### src/rtl/cpu_run_monitor_pkg.sv
// Shared types and constants for the CPU run monitor: FSM states, default
// probe width, halt pattern and the snapshot word index type.
package cpu_mon_pkg;

    localparam int MON_DW = 24;
    localparam logic [MON_DW-1:0] MON_HALT_PATTERN = 24'hE00000;

    typedef logic [1:0] word_idx_t;

    typedef enum logic [1:0] {
        ST_RUN    = 2'd0,
        ST_SETTLE = 2'd1,
        ST_DUMP   = 2'd2,
        ST_DONE   = 2'd3
    } mon_state_t;

endpackage

### src/rtl/cpu_run_monitor_if.sv
// Snapshot output port.
// out_valid/out_ready handshake: a word moves on a rising edge with both high.
// While out_valid is high and out_ready is low, out_idx and out_data hold.
interface cpu_run_monitor_if
    import cpu_mon_pkg::*;
#(
    parameter int DW = MON_DW
);
    logic          out_valid;
    logic          out_ready;
    word_idx_t     out_idx;
    logic [DW-1:0] out_data;

    modport master (
        output out_valid,
        output out_idx,
        output out_data,
        input  out_ready
    );

    modport slave (
        input  out_valid,
        input  out_idx,
        input  out_data,
        output out_ready
    );
endinterface

### src/rtl/cpu_run_monitor_sat_counter.sv
// Saturating up-counter: sticks at all-ones, synchronous clear, async reset.
module mon_sat_counter #(
    parameter int CNT_W = 32
) (
    input  logic             clk,
    input  logic             rst_n,
    input  logic             en_i,
    input  logic             clr_i,
    output logic [CNT_W-1:0] cnt_o
);

    logic [CNT_W-1:0] cnt_q;
    logic [CNT_W-1:0] cnt_d;

    always_comb begin
        cnt_d = cnt_q;
        if (clr_i) begin
            cnt_d = '0;
        end else if (en_i && (cnt_q != '1)) begin
            cnt_d = cnt_q + CNT_W'(1);
        end
    end

    always_ff @(posedge clk or negedge rst_n) begin
        if (!rst_n) begin
            cnt_q <= '0;
        end else begin
            cnt_q <= cnt_d;
        end
    end

    assign cnt_o = cnt_q;

endmodule

### src/rtl/cpu_run_monitor.sv
// Watches the CPU probe outputs for the halt pattern in reg6, snapshots the
// four memory words on halt (or timeout) and streams them out one by one.
module cpu_run_monitor
    import cpu_mon_pkg::*;
#(
    parameter int               DW           = MON_DW,
    parameter logic [DW-1:0]    HALT_PATTERN = MON_HALT_PATTERN,
    parameter int               SETTLE_CYC   = 4,
    parameter int               CNT_W        = 32,
    parameter logic [31:0]      TIMEOUT_CYC  = 32'd1_000_000
) (
    input  logic                clk,
    input  logic                rst_n,
    input  logic [DW-1:0]       mem0,
    input  logic [DW-1:0]       mem1,
    input  logic [DW-1:0]       mem2,
    input  logic [DW-1:0]       mem3,
    input  logic [DW-1:0]       reg6,
    cpu_run_monitor_if.master   out_bus,
    output logic                halted,
    output logic                timeout,
    output logic                done,
    output logic [CNT_W-1:0]    cycle_cnt,
    output logic [CNT_W-1:0]    chg_cnt,
    output mon_state_t          state_dbg
);

    // Compare in 64 bits so a narrow counter never aliases a large timeout.
    localparam logic [63:0] TO_LAST = (TIMEOUT_CYC == 32'd0) ? 64'd0
                                    : (64'(TIMEOUT_CYC) - 64'd1);

    mon_state_t    state_q, state_d;
    logic [3:0]    settle_q, settle_d;
    word_idx_t     idx_q, idx_d;
    logic [DW-1:0] snap_q [4];
    logic [DW-1:0] prev_q [4];
    logic [DW-1:0] mem_w  [4];
    logic          prev_valid_q;
    logic          halted_q, timeout_q, done_q;

    logic          count_en;
    logic          mem_changed;
    logic          halt_match;
    logic          timeout_hit;
    logic          capture;
    logic          set_halt;
    logic          set_timeout;
    logic          xfer;

    always_comb begin
        mem_w[0] = mem0;
        mem_w[1] = mem1;
        mem_w[2] = mem2;
        mem_w[3] = mem3;
    end

    assign count_en    = (state_q == ST_RUN) || (state_q == ST_SETTLE);
    assign halt_match  = (reg6 == HALT_PATTERN);
    assign timeout_hit = (TIMEOUT_CYC != 32'd0) && (64'(cycle_cnt) == TO_LAST);
    assign xfer        = out_bus.out_valid && out_bus.out_ready;

    always_comb begin
        mem_changed = 1'b0;
        for (int i = 0; i < 4; i++) begin
            if (mem_w[i] != prev_q[i]) mem_changed = 1'b1;
        end
        mem_changed = mem_changed && prev_valid_q;
    end

    always_comb begin
        state_d     = state_q;
        settle_d    = settle_q;
        idx_d       = idx_q;
        capture     = 1'b0;
        set_halt    = 1'b0;
        set_timeout = 1'b0;
        case (state_q)
            ST_RUN: begin
                if (timeout_hit) begin
                    state_d     = ST_DUMP;
                    set_timeout = 1'b1;
                    capture     = 1'b1;
                end else if (halt_match) begin
                    if (SETTLE_CYC == 1) begin
                        state_d  = ST_DUMP;
                        set_halt = 1'b1;
                        capture  = 1'b1;
                    end else begin
                        state_d  = ST_SETTLE;
                        settle_d = 4'd1;
                    end
                end
            end
            ST_SETTLE: begin
                if (timeout_hit) begin
                    state_d     = ST_DUMP;
                    settle_d    = 4'd0;
                    set_timeout = 1'b1;
                    capture     = 1'b1;
                end else if (!halt_match) begin
                    state_d  = ST_RUN;
                    settle_d = 4'd0;
                end else if ((settle_q + 4'd1) == 4'(SETTLE_CYC)) begin
                    state_d  = ST_DUMP;
                    settle_d = 4'd0;
                    set_halt = 1'b1;
                    capture  = 1'b1;
                end else begin
                    settle_d = settle_q + 4'd1;
                end
            end
            ST_DUMP: begin
                if (xfer) begin
                    if (idx_q == 2'd3) state_d = ST_DONE;
                    else               idx_d   = idx_q + 2'd1;
                end
            end
            default: ;
        endcase
    end

    always_ff @(posedge clk or negedge rst_n) begin
        if (!rst_n) begin
            state_q      <= ST_RUN;
            settle_q     <= 4'd0;
            idx_q        <= '0;
            prev_valid_q <= 1'b0;
            halted_q     <= 1'b0;
            timeout_q    <= 1'b0;
            done_q       <= 1'b0;
            for (int i = 0; i < 4; i++) begin
                snap_q[i] <= '0;
                prev_q[i] <= '0;
            end
        end else begin
            state_q  <= state_d;
            settle_q <= settle_d;
            idx_q    <= idx_d;
            if (count_en) begin
                prev_valid_q <= 1'b1;
                for (int i = 0; i < 4; i++) prev_q[i] <= mem_w[i];
            end
            if (capture) begin
                for (int i = 0; i < 4; i++) snap_q[i] <= mem_w[i];
            end
            if (set_halt)    halted_q  <= 1'b1;
            if (set_timeout) timeout_q <= 1'b1;
            // done follows one edge behind entry into DONE
            if (state_q == ST_DONE) done_q <= 1'b1;
        end
    end

    mon_sat_counter #(.CNT_W(CNT_W)) u_cycle_cnt (
        .clk   (clk),
        .rst_n (rst_n),
        .en_i  (count_en),
        .clr_i (1'b0),
        .cnt_o (cycle_cnt)
    );

    mon_sat_counter #(.CNT_W(CNT_W)) u_chg_cnt (
        .clk   (clk),
        .rst_n (rst_n),
        .en_i  (count_en && mem_changed),
        .clr_i (1'b0),
        .cnt_o (chg_cnt)
    );

    assign out_bus.out_valid = (state_q == ST_DUMP);
    assign out_bus.out_idx   = idx_q;
    assign out_bus.out_data  = snap_q[idx_q];
    assign halted            = halted_q;
    assign timeout           = timeout_q;
    assign done              = done_q;
    assign state_dbg         = state_q;

endmodule

### src/flat_wrapper.sv
// flat-port wrapper written by rule: the top's interface ports become plain ports
module cpu_run_monitor_flat import cpu_mon_pkg::*;
#(
    parameter int               DW           = MON_DW,
    parameter logic [DW-1:0]    HALT_PATTERN = MON_HALT_PATTERN,
    parameter int               SETTLE_CYC   = 4,
    parameter int               CNT_W        = 32,
    parameter logic [31:0]      TIMEOUT_CYC  = 32'd1_000_000
)
  (clk, rst_n, mem0, mem1, mem2, mem3, reg6, halted, timeout, done, cycle_cnt, chg_cnt, state_dbg, out_bus_out_valid, out_bus_out_idx, out_bus_out_data, out_bus_out_ready);
  cpu_run_monitor_if #(.DW(DW)) out_bus_i ();
  input  logic clk;
  input  logic rst_n;
  input  logic [DW-1:0] mem0;
  input  logic [DW-1:0] mem1;
  input  logic [DW-1:0] mem2;
  input  logic [DW-1:0] mem3;
  input  logic [DW-1:0] reg6;
  output logic halted;
  output logic timeout;
  output logic done;
  output logic [CNT_W-1:0] cycle_cnt;
  output logic [CNT_W-1:0] chg_cnt;
  output mon_state_t state_dbg;
  output wire logic [$bits(out_bus_i.out_valid)-1:0] out_bus_out_valid;
  output wire logic [$bits(out_bus_i.out_idx)-1:0] out_bus_out_idx;
  output wire logic [$bits(out_bus_i.out_data)-1:0] out_bus_out_data;
  input wire logic [$bits(out_bus_i.out_ready)-1:0] out_bus_out_ready;
  assign out_bus_out_valid = out_bus_i.out_valid;
  assign out_bus_out_idx = out_bus_i.out_idx;
  assign out_bus_out_data = out_bus_i.out_data;
  assign out_bus_i.out_ready = out_bus_out_ready;
  cpu_run_monitor #(.DW(DW), .HALT_PATTERN(HALT_PATTERN), .SETTLE_CYC(SETTLE_CYC), .CNT_W(CNT_W), .TIMEOUT_CYC(TIMEOUT_CYC)) u_core (.clk(clk), .rst_n(rst_n), .mem0(mem0), .mem1(mem1), .mem2(mem2), .mem3(mem3), .reg6(reg6), .out_bus(out_bus_i), .halted(halted), .timeout(timeout), .done(done), .cycle_cnt(cycle_cnt), .chg_cnt(chg_cnt), .state_dbg(state_dbg));
endmodule
### config.mk
export PLATFORM = sky130hd
export DESIGN_NAME = cpu_run_monitor_flat
export DESIGN_NICKNAME = d
export VERILOG_FILES = /design/src/rtl/cpu_run_monitor_pkg.sv /design/src/rtl/cpu_run_monitor_if.sv /design/src/rtl/cpu_run_monitor_sat_counter.sv /design/src/rtl/cpu_run_monitor.sv /design/src/flat_wrapper.sv
export SDC_FILE = /design/constraint.sdc
export NUM_CORES = 1
export LEC_CHECK = 0
export CAP_MARGIN = 10
export CORE_MARGIN = 2
export CORE_UTILIZATION = 45
export CTS_BUF_LIST = sky130_fd_sc_hd__clkbuf_8
export DETAILED_ROUTE_END_ITERATION = 16
export GPL_TIMING_DRIVEN = 1
export PLACE_DENSITY = 0.78
export SLEW_MARGIN = 5
export SYNTH_ARGS = -nofsm -noshare
export SYNTH_HDL_FRONTEND = slang
export SYNTH_SLANG_ARGS = --single-unit
### constraint.sdc
create_clock -name clk -period 2.5 [get_ports clk]
set_input_delay 0.25 -clock clk [delete_from_list [all_inputs] [get_ports clk]]
set_output_delay 0.25 -clock clk [all_outputs]
set_load 0.01 [all_outputs]
Word level (Yosys, flattened, before mapping):

Cells that the tools add are included.

* bits in registers: 268
* input bits: 123
* word-level logic and storage cells: 85

* $add $sub $neg: 4
* order comparisons: 1
* equal/unequal tests: 19
* multiplexer cells: 29
* bitwise operators: 2
* reduce and logical (&&, ||, !) cells: 13

Operator list (count)
* $ne A24 B24 Y1: 4
* $add A32 B1 Y32 const B: 2
* $ne A32 B32 Y1 const B: 2
* $bmux W24 S2: 1
* $mux W24: 2
* $eq A32 B20 Y1 const B: 1
* $eq A24 B24 Y1 const B: 1
* $mux W4: 5
* $mux W2: 7
* $mux W1: 11
* $pmux W4 S2: 1
* $eq A2 B2 Y1 const B: 3
* $ne A2 B2 Y1 const B: 3
* $pmux W2 S3: 1
* $reduce_and A3 Y1: 2
* $logic_and A1 B1 Y1: 5
* $reduce_and A5 Y1: 1
* $add A4 B1 Y4 const B: 1
* $eq A4 B3 Y1 const B: 1
* $ne A4 B4 Y1 const B: 1
* $ge A3 B3 Y1 const B: 1
* $ne A3 B1 Y1 const B: 1
* $not A2 Y3: 1
* $reduce_bool A3 Y1: 1
* 9 further kinds: 9

Longest topological paths before layout:

Gate-level depths: netlist of run 1.

* depth in word-level cells: 8
* mapped depth: 10
* depth with buffers taken out: 8

Cells and area by module:

Synthesis of run 1 repeated with hierarchy kept, for this count alone.

* cells, all modules: 1052
* area total of the unflattened synthesis: 13350.3 µm²

Modules (own cells, without submodules)
* cpu_run_monitor: times used 1, cells each 660, area an instance 9685.5 µm²
* mon_sat_counter (u_core.u_chg_cnt): times used 1, cells each 198, area an instance 1854.3 µm²
* mon_sat_counter (u_core.u_cycle_cnt): times used 1, cells each 194, area an instance 1810.5 µm²

Worst setup path after synthesis of run 1:

OpenSTA, ideal clock, no wires.

* kind: flip-flop to flip-flop
* start point: reg u_core.u_cycle_cnt.cnt_q[0], in the netlist u_core.u_cycle_cnt.cnt_o[0]
* end point: reg u_core.snap_q[0] (netlist bit)
* arrival: 2340 ps
* required time: 2375 ps
* slack: 35 ps
* cell stages (with the launch flop): 10
* path buffers: 2
* cell sequence: dfrtp_1 -> ha_1 -> and3_1 -> nand3_1 -> or4_1 -> o21ai_1 -> o21ai_1 -> buf_6 -> buf_6 -> mux2_4

* cells in the longest elaborated chain, start to end: 3
* elaborated cells on any way between the ends: 4
* classes of those cells: 1 x eq/ne; 3 x mux

Ends and longest elaborated chain
* start: declaration: line cpu_run_monitor_sat_counter.sv:12 `logic [CNT_W-1:0] cnt_q;`
* start signal: assignment: line cpu_run_monitor_sat_counter.sv:28 `cnt_q <= cnt_d;`
* $eq A32 B20 Y1 (*): line cpu_run_monitor.sv:59 `assign timeout_hit = (TIMEOUT_CYC != 32'd0) && (64'(cycle_cnt) == TO_LAST);`
* $mux W1 (on tied branches): line cpu_run_monitor.sv:95, cpu_run_monitor.sv:79
* $pmux W1 S2 (*): line cpu_run_monitor.sv:77 `case (state_q)`
* end signal: indexed assignment: line cpu_run_monitor.sv:132 `snap_q[i] <= '0;`
* end: declaration: line cpu_run_monitor.sv:35 `logic [DW-1:0] snap_q [4];`

Every way passes the cells marked *; elsewhere a longest branch is shown, timed or not.
A chain may end at the register's enable or synchronous reset.

Final worst setup path of run 1:

* start point: reg u_core.u_cycle_cnt.cnt_q[11], in the netlist u_core.u_cycle_cnt.cnt_o[11]
* end point: reg u_core.snap_q[3] (netlist bit)

Same word-level chain as after synthesis.

==> results by group, run 1 <==
Route
  – First-pass DRT Iterations: 5
  – Vias per cell: 5.26
  – Total number of vias: 10100
  – Residual DRC: 0
  – 1st-iter DRT viols: 658
  – Routed Antenna Nets: 0
  – Wirelength per Cell: 18.9 um
  – Routed Wire Length: 36300 um

Synth
  – Synth unique cells: 48
  – Area leader, netlist: dfrtp_1
  – Sequential fraction of the synthesis area: 52.4%
  – Prevailing post-synth register cell: dfrtp_1
  – #FFs+latches synth: 268
  – Post-Synthesis Cells: 1149
  – Synth top area cells: dfrtp_1, nand2_1, xnor2_1, mux2_2, xor2_1
  – Synth top area share: a little over half
  – Mapped Area: 12800 um2
  – Post-Syn Nets: 1282
  – Number of flops mapped to enable cells by yosys: 0
  – Fraction of registers with async set/reset: 100%
  – Synthesis Warnings: 0
  – Mean Syn Cell Area: 11.1 um2

Global route
  – Pin count of the biggest net entering global routing: 99
  – Busiest grt layer: met2
  – Met3 GRT Util: 8.64%
  – GRT Util Overall: 24.5%
  – Met1 GRT Util: 30.2%
  – Met2 Use GR: 40.2%
  – Initial antenna violation count: 5
  – Vias in the first global route: about 11000
  – First-pass GRT wire length: roughly 58000 um
  – GR Overflow Total: 0

Timing
  – Setup TNS: 0 ns
  – Slew HR: 63.7%
  – Peak Freq: 408 MHz
  – Slew Limit Fails: 0
  – Endpoints failing hold: 0
  – Slew @ Worst Pin: between 0.5 and 0.6 ns
  – RSZ-0062 raised after global routing: true
  – Final setup viols: 0
  – Worst clock skew: between 0.03 and 0.04 ns
  – Tcrit/Tclk final: 97.9%
  – Tmin final: 2.45 ns

Place
  – Placed cell area: 16400 um2
  – Dpl cells: 1827
  – Dpl hpwl: 25700 um
  – Port-buffer cells: around 220
  – Placer Congestion: 0.893

Die
  – Core footprint: 27900 um2
  – Die Ht: between 150 and 200 um
  – Die X: 173 um
  – Row count: between 60 and 70
  – Die area: 29800 um2
  – Initial core utilization: 45.9%
  – IO Count: 219

Run status
  – Status: complete, no violations

Final layout
  – Register Area: about 6700 um2
  – Area of the multi-input gates: 5900 um2
  – Share of cells above drive strength 1: between 20% and 30%
  – Final core occ: 62.8%
  – Design area: 17500 um2
  – FILL cells: around 2200
  – Nets: around 1600
  – Final std cells w/o fill: 1922
  – Area grow syn2layout: 36.9%

Clock tree
  – H-tree levels: 2
  – Clock-pin slew on the worst setup and hold paths: 0.06 ns
  – Clock sink count: roughly 270
  – CTS tree: done
  – Clk_lat worst skew: about 0.59 ns
  – Num CTS Buffers: 46
  – Root Buffer: clkbuf_8
  – Clock Path Buffers: 3

Critical path
  – Worst r2r path cells: 7
  – Setup crit start kind: flop
  – WP data required: ~3.0 ns
  – Arrival @ worst endpoint: 2.90 ns
  – Crit-path max FO: 35
  – CP endpoint kind: flop
  – Worst Setup Path Type: flop to flop

Pwr
  – Psw: ~5000 uW
  – Reg power frac: 41.8%
  – Net Sw Frac: 34.6%
  – Worst VDD drop: between 600 and 700 uV
  – P_int: 9470 uW
  – LEAKAGE: 0.00846 uW
  – Logic pwr share: 30.2%
  – Total power: between 10000 and 15000 uW
  – Clock power share: roughly 28%
  – Pwr Density: 827 nW/um2

Min path
  – Worst min path class: input pin to async pin

Flow run
  – Max cap viols: 0
==> sequential cells by signal, indices dropped and copies added (netlist names), 2 cells and up <==
signal / flops
u_core.settle_q: 4
u_core.state_dbg: 2
u_core.out_bus.out_idx: 2
u_core.u_cycle_cnt.cnt_o: 32
u_core.snap_q: 96
u_core.prev_q: 96
u_core.u_chg_cnt.cnt_o: 32
==> final timing paths <==
path	startpoint	end	slack [ns]
setup / recovery	u_core.u_cycle_cnt.cnt_o[11]	u_core.snap_q[3]	0.05
hold / removal	rst_n	u_core.snap_q[37]	0.21
setup reg to reg	u_core.u_cycle_cnt.cnt_o[11]	u_core.snap_q[3]	0.05
hold reg to reg	u_core.timeout	u_core.timeout	0.46
max in group asynchronous	rst_n	u_core.u_chg_cnt.cnt_o[5]	1.43
min in group clk	mem0[16]	u_core.prev_q[88]	0.27
==> cell type report <==
class / instances / share of cell area (%)
flip-flops and latches: 268 / 38.3
clock inverters: 19 / 0.608
diodes: 1 / 0.0143
well taps: 378 / 2.70
multi-input cells: 826 / 33.7
repair buffers: 360 / 19.6
inverters: 8 / 0.172
clock buffers: 62 / 4.88
==> cell usage after synthesis, drive strengths merged (3+ instances only) <==
library cell	number
and3	11
and4	6
buf	18
clkbuf	29
dfrtp	268
ha	10
inv	8
mux2	100
mux4	24
nand2	328
nand3	36
nand4	31
nor2	20
nor3	20
nor4	35
nor4b	3
o21ai	6
or4	6
xnor2	87
xor2	71
==> metal layers <==
metal,share of wire (%),wire length [um]
met1,40,14600
met2,47,17100
met3,8.7,3170
met4,3.6,1300
met5,0.15,56
==> critical path: stages (launching register included) <==
cell     delay, ns
dfrtp_1       0.39
nor4b_2       0.30
nand4_1       0.20
or4_4         0.61
o21ai_4       0.17
o21ai_4       0.12
buf_12        0.20
mux2_4        0.32
==> placed cells by master, fill, tap and decap left out, drive strengths merged, types with 2 or more instances in the layout <==
master         count
a211o              2
a21oi              2
a221o              2
and3              11
and4               6
buf              142
clkbuf            62
clkdlybuf4s50    194
clkinv             3
dfrtp            268
dlygate4sd2       20
dlymetal6s2s       3
ha                10
inv               24
mux2             100
mux2i              2
mux4              24
nand2            328
nand2b             2
nand3             36
nand3b             2
nand4             31
nor2              20
nor3              20
nor3b              2
nor4              35
nor4b              3
o211ai             2
o21ai              6
o31ai              2
or2                2
or3                2
or4                6
xnor2             87
xor2              71
==> power groups by stage <==
stage / logic (uW) / registers [uW] / clock network [uW]
after CTS: 4380 / 6040 / 4120
final: 4370 / 6050 / 4050
after detailed placement: 4350 / 6110 / 0
after global placement: 4230 / 6040 / 0
after global routing: 4820 / 6170 / 4340
after floorplan: 2350 / 6060 / 0
==> per-stage QoR <==
step / setup WS (ns) / hold WS, ns
3_3_place_gp: -0.394 / 0.233
5_1_grt: -0.000214 / 0.223
4_1_cts: 0.00545 / 0.215
2_1_floorplan: 0.0350 / -0.0456
6_report: 0.0520 / 0.211
3_5_place_dp: -0.357 / 0.239
==> cells by family after synthesis <==
group                      after synthesis  share of synthesized area, %
and+or+nand+nor                        508                          18.0
DFF                                    268                          52.4
xor gates and xnor gates               158                          10.8
muxes                                  126                          14.4
buffers and inverters                   55                          1.98
AOI/OAI and AO/OA                       24                          1.42
adders and majority gates               10                         0.978
==> timing repair <==
action                     CTS  global route
gates cloned                 1             0
hold buffers                 1             0
pin swaps                    0             1
buffers inserted             5             6
setup endpoints to repair   63           109
gates resized for setup     22             9
hold endpoints to repair    60             0
No activity file was read; power rests on OpenSTA's default activity.
==> inputs of run 2 (changes only) <==
- CAP_MARGIN: 10 -> 20
==> results of run 2 <==
Final layout, timing and power as in run 1 (identical DEF).
